### config.mk
export PLATFORM = sky130hd
export DESIGN_NAME = atomic_counter_ctrl
export DESIGN_NICKNAME = d
export VERILOG_FILES = /design/src/rtl/atomic_ctrl_pkg.sv /design/src/rtl/rr_arbiter.sv /design/src/rtl/atomic_counter_ctrl.sv
export SDC_FILE = /design/constraint.sdc
export NUM_CORES = 1
export LEC_CHECK = 0
export CAP_MARGIN = 5
export CORE_MARGIN = 2
export CORE_UTILIZATION = 42
export CTS_CLUSTER_SIZE = 40
export DETAILED_ROUTE_END_ITERATION = 8
export GPL_ROUTABILITY_DRIVEN = 0
export HOLD_SLACK_MARGIN = 0.06
export PLACE_DENSITY = 0.87
export SLEW_MARGIN = 10
export SYNTH_ARGS = -nofsm -noshare
export SYNTH_HDL_FRONTEND = slang
export SYNTH_SLANG_ARGS = --single-unit
### constraint.sdc
create_clock -name clk -period 2.6 [get_ports clk]
set_input_delay 0.52 -clock clk [delete_from_list [all_inputs] [get_ports clk]]
set_output_delay 0.52 -clock clk [all_outputs]
set_load 0.01 [all_outputs]
### src/rtl/atomic_ctrl_pkg.sv
// atomic_ctrl_pkg: state encoding and parameter defaults shared by atomic_counter_ctrl and rr_arbiter.
package atomic_ctrl_pkg;
    localparam int NREQ_DEF     = 4;
    localparam int DATABUS_DEF  = 32;
    localparam int COUNTLEN_DEF = 2 * DATABUS_DEF;
    localparam int TIMEOUT_DEF  = 15;
    typedef enum logic [2:0] {
        IDLE,
        REQ_LO,
        WAIT_LO,
        REQ_HI,
        WAIT_HI,
        RESP
    } state_t;
endpackage

### src/rtl/rr_arbiter.sv
// rr_arbiter: combinational round-robin pick, searching from i_ptr upward with wrap-around.
module rr_arbiter
    import atomic_ctrl_pkg::*;
#(
    parameter int NREQ = NREQ_DEF,
    parameter int PW   = $clog2(NREQ)
) (
    input  logic [NREQ-1:0] i_req,
    input  logic [PW-1:0]   i_ptr,
    output logic [NREQ-1:0] o_gnt,
    output logic [PW-1:0]   o_idx
);
    logic          w_found;
    logic [PW-1:0] w_j;
    always_comb begin
        o_gnt   = '0;
        o_idx   = '0;
        w_found = 1'b0;
        w_j     = '0;
        for (int i = 0; i < NREQ; i++) begin
            w_j = PW'((int'(i_ptr) + i) % NREQ);
            if (!w_found && i_req[w_j]) begin
                w_found     = 1'b1;
                o_gnt[w_j]  = 1'b1;
                o_idx       = w_j;
            end
        end
    end
endmodule

### src/rtl/atomic_counter_ctrl.sv
// atomic_counter_ctrl: grants one requester, reads a COUNTLEN counter as lo then atomic hi half, returns it.
// Define ATOMIC_CTRL_TIMEOUT_EN to abort a wait after TIMEOUT cycles with rsp_err_o=1 and zero data.
module atomic_counter_ctrl
    import atomic_ctrl_pkg::*;
#(
    parameter int NREQ     = NREQ_DEF,
    parameter int DATABUS  = DATABUS_DEF,
    parameter int COUNTLEN = 2 * DATABUS,
    parameter int TIMEOUT  = TIMEOUT_DEF
) (
    input  logic                clk,
    input  logic                reset,
    input  logic [NREQ-1:0]     req_i,
    output logic [NREQ-1:0]     gnt_o,
    output logic                rsp_valid_o,
    input  logic                rsp_ready_i,
    output logic [COUNTLEN-1:0] rsp_data_o,
    output logic                rsp_err_o,
    output logic                busy_o,
    output logic                cnt_req_o,
    output logic                cnt_atomic_o,
    input  logic                cnt_ack_i,
    input  logic [DATABUS-1:0]  cnt_data_i
);
    localparam int PW = $clog2(NREQ);

    if (NREQ < 2 || NREQ > 8 || COUNTLEN != 2 * DATABUS || TIMEOUT < 1) begin : g_param_err
        $error("atomic_counter_ctrl: unsupported parameter combination");
    end

    state_t              r_state;
    logic [PW-1:0]       r_ptr;
    logic [NREQ-1:0]     r_gnt;
    logic                r_rsp_valid;
    logic [COUNTLEN-1:0] r_rsp_data;
    logic                r_cnt_req;
    logic                r_cnt_atomic;
    logic [NREQ-1:0]     w_gnt;
    logic [PW-1:0]       w_idx;

    rr_arbiter #(.NREQ(NREQ), .PW(PW)) u_arb (
        .i_req (req_i),
        .i_ptr (r_ptr),
        .o_gnt (w_gnt),
        .o_idx (w_idx)
    );

`ifdef ATOMIC_CTRL_TIMEOUT_EN
    localparam int TW = $clog2(TIMEOUT + 1);
    logic          r_err;
    logic [TW-1:0] r_tmo;
    logic          w_tmo_hit;
    assign w_tmo_hit = (r_tmo == TW'(TIMEOUT - 1));
    assign rsp_err_o = r_err;
`else
    assign rsp_err_o = 1'b0;
`endif

    always_ff @(posedge clk or posedge reset) begin
        if (reset) begin
            r_state      <= IDLE;
            r_ptr        <= '0;
            r_gnt        <= '0;
            r_rsp_valid  <= 1'b0;
            r_rsp_data   <= '0;
            r_cnt_req    <= 1'b0;
            r_cnt_atomic <= 1'b0;
`ifdef ATOMIC_CTRL_TIMEOUT_EN
            r_err        <= 1'b0;
            r_tmo        <= '0;
`endif
        end else begin
            // counter-port strobes are single-cycle pulses raised on entry to REQ_LO/REQ_HI
            r_cnt_req    <= 1'b0;
            r_cnt_atomic <= 1'b0;
            case (r_state)
                IDLE: begin
                    if (|req_i) begin
                        r_gnt     <= w_gnt;
                        r_ptr     <= (w_idx == PW'(NREQ - 1)) ? '0 : w_idx + 1'b1;
                        r_cnt_req <= 1'b1;
                        r_state   <= REQ_LO;
`ifdef ATOMIC_CTRL_TIMEOUT_EN
                        r_err     <= 1'b0;
`endif
                    end
                end
                REQ_LO: begin
                    r_state <= WAIT_LO;
`ifdef ATOMIC_CTRL_TIMEOUT_EN
                    r_tmo   <= '0;
`endif
                end
                WAIT_LO: begin
                    if (cnt_ack_i) begin
                        r_rsp_data[DATABUS-1:0] <= cnt_data_i;
                        r_cnt_req               <= 1'b1;
                        r_cnt_atomic            <= 1'b1;
                        r_state                 <= REQ_HI;
                    end
`ifdef ATOMIC_CTRL_TIMEOUT_EN
                    else if (w_tmo_hit) begin
                        r_rsp_data  <= '0;
                        r_err       <= 1'b1;
                        r_rsp_valid <= 1'b1;
                        r_state     <= RESP;
                    end else begin
                        r_tmo <= r_tmo + 1'b1;
                    end
`endif
                end
                REQ_HI: begin
                    r_state <= WAIT_HI;
`ifdef ATOMIC_CTRL_TIMEOUT_EN
                    r_tmo   <= '0;
`endif
                end
                WAIT_HI: begin
                    if (cnt_ack_i) begin
                        r_rsp_data[COUNTLEN-1:DATABUS] <= cnt_data_i;
                        r_rsp_valid                    <= 1'b1;
                        r_state                        <= RESP;
                    end
`ifdef ATOMIC_CTRL_TIMEOUT_EN
                    else if (w_tmo_hit) begin
                        r_rsp_data  <= '0;
                        r_err       <= 1'b1;
                        r_rsp_valid <= 1'b1;
                        r_state     <= RESP;
                    end else begin
                        r_tmo <= r_tmo + 1'b1;
                    end
`endif
                end
                RESP: begin
                    if (rsp_ready_i) begin
                        r_rsp_valid <= 1'b0;
                        r_gnt       <= '0;
                        r_state     <= IDLE;
                    end
                end
                default: r_state <= IDLE;
            endcase
        end
    end

    assign gnt_o        = r_gnt;
    assign rsp_valid_o  = r_rsp_valid;
    assign rsp_data_o   = r_rsp_data;
    assign busy_o       = (r_state != IDLE);
    assign cnt_req_o    = r_cnt_req;
    assign cnt_atomic_o = r_cnt_atomic;
endmodule
==> impl_metrics.prom <==
# TYPE chip_impl_metric gauge
chip_impl_info{name="status",value="finished, final reports clean"} 1
chip_impl_metric{name="post_drt_via_cell_ratio",unit=""} 5.09
chip_impl_metric{name="tritoncts_num_sinks",unit=""} 76
chip_impl_metric{name="finalHoldViolCount",unit=""} 0
chip_impl_metric{name="die_w",unit="um"} 94.6
chip_impl_info{name="worst_setup_end_kind",value="output port"} 1
chip_impl_metric{name="synth.yosys.seq_area_share",unit="%"} 55.2
chip_impl_metric{name="whs_path_depth",unit=""} 1
chip_impl_metric{name="cts.reportedPaths.clkPinSlew",unit="ns"} 0.07
chip_impl_metric{name="initialDrtViolationCount",unit=""} 43
chip_impl_metric{name="final-instance-count-excl-fill",unit=""} 481
chip_impl_metric{name="synth_edf_count",unit=""} 0
chip_impl_metric{name="antenna_violations_before_repair",unit=""} 0
chip_impl_metric{name="final-setup-viol-count",unit=""} 0
chip_impl_info{name="ctsRootBufferMaster",value="clkbuf_8"} 1
chip_impl_metric{name="place.detailed.instances",unit=""} 466
chip_impl_metric{name="path_max_fanout",unit=""} 11
chip_impl_metric{name="pin_count_of_the_biggest_net_entering_global_routing",unit=""} 77
chip_impl_metric{name="maximum_operating_frequency",unit="GHz"} 0.435
chip_impl_metric{name="worst-r2r-cell-count",unit=""} 7
chip_impl_metric{name="routedWlPerCell",unit="um"} 15.6
chip_impl_metric{name="drc",unit=""} 0
chip_impl_metric{name="die_area",unit="mm2"} 0.00894
chip_impl_metric{name="dieHeight",unit="um"} 94.6
chip_impl_metric{name="count_of_different_cell_masters_after_synthesis",unit=""} 41
chip_impl_metric{name="number_of_i_o_pins",unit=""} 113
chip_impl_metric{name="ys_ff_latch",unit=""} 76
chip_impl_metric{name="crit_buf_inv",unit=""} 1
chip_impl_metric{name="clockBufferDepth",unit=""} 2
chip_impl_metric{name="irDropWorstVdd",unit="mV"} 0.620
chip_impl_metric{name="antenna_cells",unit=""} 0
chip_impl_info{name="timing.hold.worst.class",value="reg2reg"} 1
chip_impl_metric{name="num_vias",unit=""} 2448
chip_impl_metric{name="finish.net_count",unit=""} 420
chip_impl_metric{name="r2r_slack",unit="ns"} 0.31
chip_impl_metric{name="fin_setup_tns",unit="ns"} 0
chip_impl_metric{name="worst_ep_arrival_time",unit="ns"} 1.78
chip_impl_info{name="cp_launch_type",value="flop"} 1
chip_impl_info{name="worst_reg2reg_endpoint",value="gnt_o[2]"} 1
chip_impl_metric{name="place_hpwl",unit="um"} 5380
chip_impl_info{name="combinational_family_with_the_most_area_after_synthesis",value="multiplexers"} 1
chip_impl_metric{name="synth_area_per_cell",unit="um2"} 13.5
chip_impl_metric{name="std_cell_rows",unit=""} 33
chip_impl_metric{name="cts-resized-gates",unit=""} 0
chip_impl_metric{name="final.hold.worst_slack",unit="ns"} 0.496
chip_impl_metric{name="synth.net_count",unit=""} 304
chip_impl_metric{name="min_period_over_period",unit="%"} 88.5
chip_impl_metric{name="vias_in_the_first_global_route",unit=""} 2491
chip_impl_metric{name="initial_utilization",unit="%"} 42.6
chip_impl_info{name="timing.critical_path.cells",value="or3_4 -> clkdlybuf4s50_1"} 1
chip_impl_metric{name="postSynthCellCount",unit=""} 256
chip_impl_metric{name="total_setup_buffers_inserted_after_cts",unit=""} 0
chip_impl_metric{name="ant_nets",unit=""} 0
chip_impl_metric{name="yosys.area_share.xor_xnor",unit="%"} 0.254
chip_impl_info{name="crit-reg2reg-launch",value="r_ptr[1]"} 1
chip_impl_info{name="worstSetupPathType",value="reg2out"} 1
chip_impl_metric{name="drive_above_1_share",unit="%"} 25.8
chip_impl_metric{name="worstPathRequired",unit="ns"} 2.08
chip_impl_metric{name="synthAdderAreaFrac",unit="%"} 2.90
chip_impl_metric{name="post_synth_mux_area_share",unit="%"} 23.2
chip_impl_info{name="worstHoldStart",value="rsp_data_o[60]"} 1
chip_impl_metric{name="synth_compound_area_share",unit="%"} 8.90
chip_impl_metric{name="globalRoute.totalOverflow",unit=""} 0
chip_impl_info{name="cts_tree",value="done"} 1
chip_impl_metric{name="synth.cell_area",unit="mm2"} 0.00345
chip_impl_info{name="grt_setup_unrepaired",value="no"} 1
chip_impl_metric{name="power_density",unit="mW/mm2"} 1240
chip_impl_metric{name="area_delta_synth_final",unit="%"} 42.9
chip_impl_metric{name="async_flop_share",unit="%"} 100
chip_impl_metric{name="drt_first_pass_iters",unit=""} 4
chip_impl_metric{name="timing.final.crit_period",unit="ns"} 2.30
chip_impl_metric{name="drv.max_cap_violation_count",unit=""} 0
chip_impl_metric{name="final_max_slew_viol_count",unit=""} 0
chip_impl_metric{name="worst_skew_pair.late_latency",unit="ns"} 0.33
chip_impl_info{name="synthFlopType",value="dfrtp_1"} 1
chip_impl_metric{name="finalWirelength",unit="um"} 7520
chip_impl_metric{name="slowest_delay",unit="ns"} 0.51
chip_impl_info{name="cpMaxStageDelayCell",value="dfrtp_1"} 1
chip_impl_metric{name="synth.yosys.warnings",unit=""} 0
chip_impl_metric{name="final_design_utilization",unit="%"} 60.9
chip_impl_metric{name="p_leak",unit="nW"} 2.05
chip_impl_info{name="timing.hold.worst_endpoint",value="rsp_data_o[60]"} 1
chip_impl_metric{name="cts-buffers-inserted",unit=""} 9
chip_impl_metric{name="cts_hold_repair.buffers",unit=""} 0
chip_impl_metric{name="core",unit="mm2"} 0.00809
chip_impl_metric{name="final.setup_skew",unit="ns"} 0.00690
chip_impl_info{name="timing.critical_path.max_delay_family",value="flip-flops"} 1
chip_impl_metric{name="post_synth_and_or_nand_nor_area_fraction",unit="%"} 5.81
chip_impl_metric{name="port-buffer-count",unit=""} 111
chip_impl_metric{name="grt_use_total",unit="%"} 17.5
chip_impl_metric{name="grt_pass1_wl",unit="um"} 12100
chip_impl_metric{name="cts_htree_levels",unit=""} 3
-- final cells by class --
class                           count  area [um2]
Timing Repair Buffer              124        1220
Inverter                            6        22.5
Tap cell                          105         131
Clock inverter                      6        87.6
Clock buffer                        9         124
Multi-Input combinational cell    155        1440
Fill cell                         681        3170
Sequential cell                    76        1900
-- metrics by stage --
stage	setup slack [ns]	cell area [um2]	total power (W)
floorplan	0.0421	3460	0.00370
global placement	0.170	4710	0.00507
detailed placement	0.120	4710	0.00519
CTS	0.273	4920	0.00619
global route	0.173	4920	0.00652
finish	0.299	4920	0.00611
-- cell usage in the layout, fill, tap and decap left out, types with 2 or more instances in the layout --
master	count
a21oi_1	5
clkbuf_8	9
buf_4	12
nand2_1	11
mux2_1	5
nor3_1	2
ha_1	7
nand2b_1	3
o21ai_0	9
inv_6	2
o211ai_1	3
bufinv_16	2
nor3b_1	3
and3b_1	3
dfrtp_1	76
o2111ai_1	2
mux2_2	61
clkdlybuf4s50_1	111
mux4_2	2
nor2b_1	3
a221o_1	4
o21bai_1	4
a221oi_1	4
nor2_1	5
clkinv_2	2
a31oi_1	2
inv_1	5
-- state kept, by name, summed over array words and instances (netlist names) --
register / cells
cnt_atomic_o: 1
rsp_valid_o: 1
gnt_o: 4
rsp_data_o: 64
r_state: 3
cnt_req_o: 1
r_ptr: 2
-- synthesized netlist by cell type, drive strengths merged, types with 2 or more instances --
library cell / n / area (um2)
buf: 14 / 85.1
nor2: 5 / 18.8
dfrtp: 76 / 1900
a221o: 4 / 40.0
o21bai: 4 / 30.0
nand2b: 3 / 18.8
o211ai: 3 / 22.5
clkbuf: 5 / 18.8
and3b: 3 / 26.3
inv: 6 / 22.5
mux4: 2 / 45.0
ha: 8 / 100
o2111ai: 2 / 17.5
a31oi: 2 / 12.5
nor3b: 3 / 22.5
mux2: 66 / 743
a221oi: 5 / 50.0
nor2b: 3 / 18.8
nand2: 11 / 41.3
a21oi: 5 / 25.0
nor3: 3 / 20.0
o21ai: 9 / 45.0
-- cells by family (layout without fill, tap and decap cells) --
family	count (synthesis)	after routing
AOI/OAI and AO/OA	41	41
xor gates and xnor gates	1	1
adders and majority gates	8	8
buffers and inverters	25	145
DFF	76	76
muxes	69	69
other	1	1
and+or+nand+nor	35	35
-- per-layer routing --
layer / GRT usage [%] / part of all wire [%]
met5: 0 / 0
met1: 21.1 / 42
met3: 6.70 / 7.7
met4: 5.68 / 0.92
met2: 29.2 / 50
-- report_power, final --
group | leakage [nW] | internal, W | total, W | switching, W
logic | 1.03 | 0.00181 | 0.00303 | 0.00122
clock network | 0.110 | 0.000539 | 0.000971 | 0.000432
registers | 0.912 | 0.00177 | 0.00211 | 0.000341
-- worst max-delay path by stage --
| stage | start | cells past startpoint | endpoint |
|---|---|---|---|
| after CTS | r_state[2] | 2 | busy_o |
| final | r_state[2] | 2 | busy_o |
| after floorplan | r_ptr[0] | 9 | gnt_o[0] |
| after global placement | req_i[3] | 7 | r_ptr[1] |
| after detailed placement | req_i[0] | 6 | gnt_o[2] |
| after global routing | r_ptr[1] | 7 | gnt_o[2] |
(Power assumes the default switching activity.)
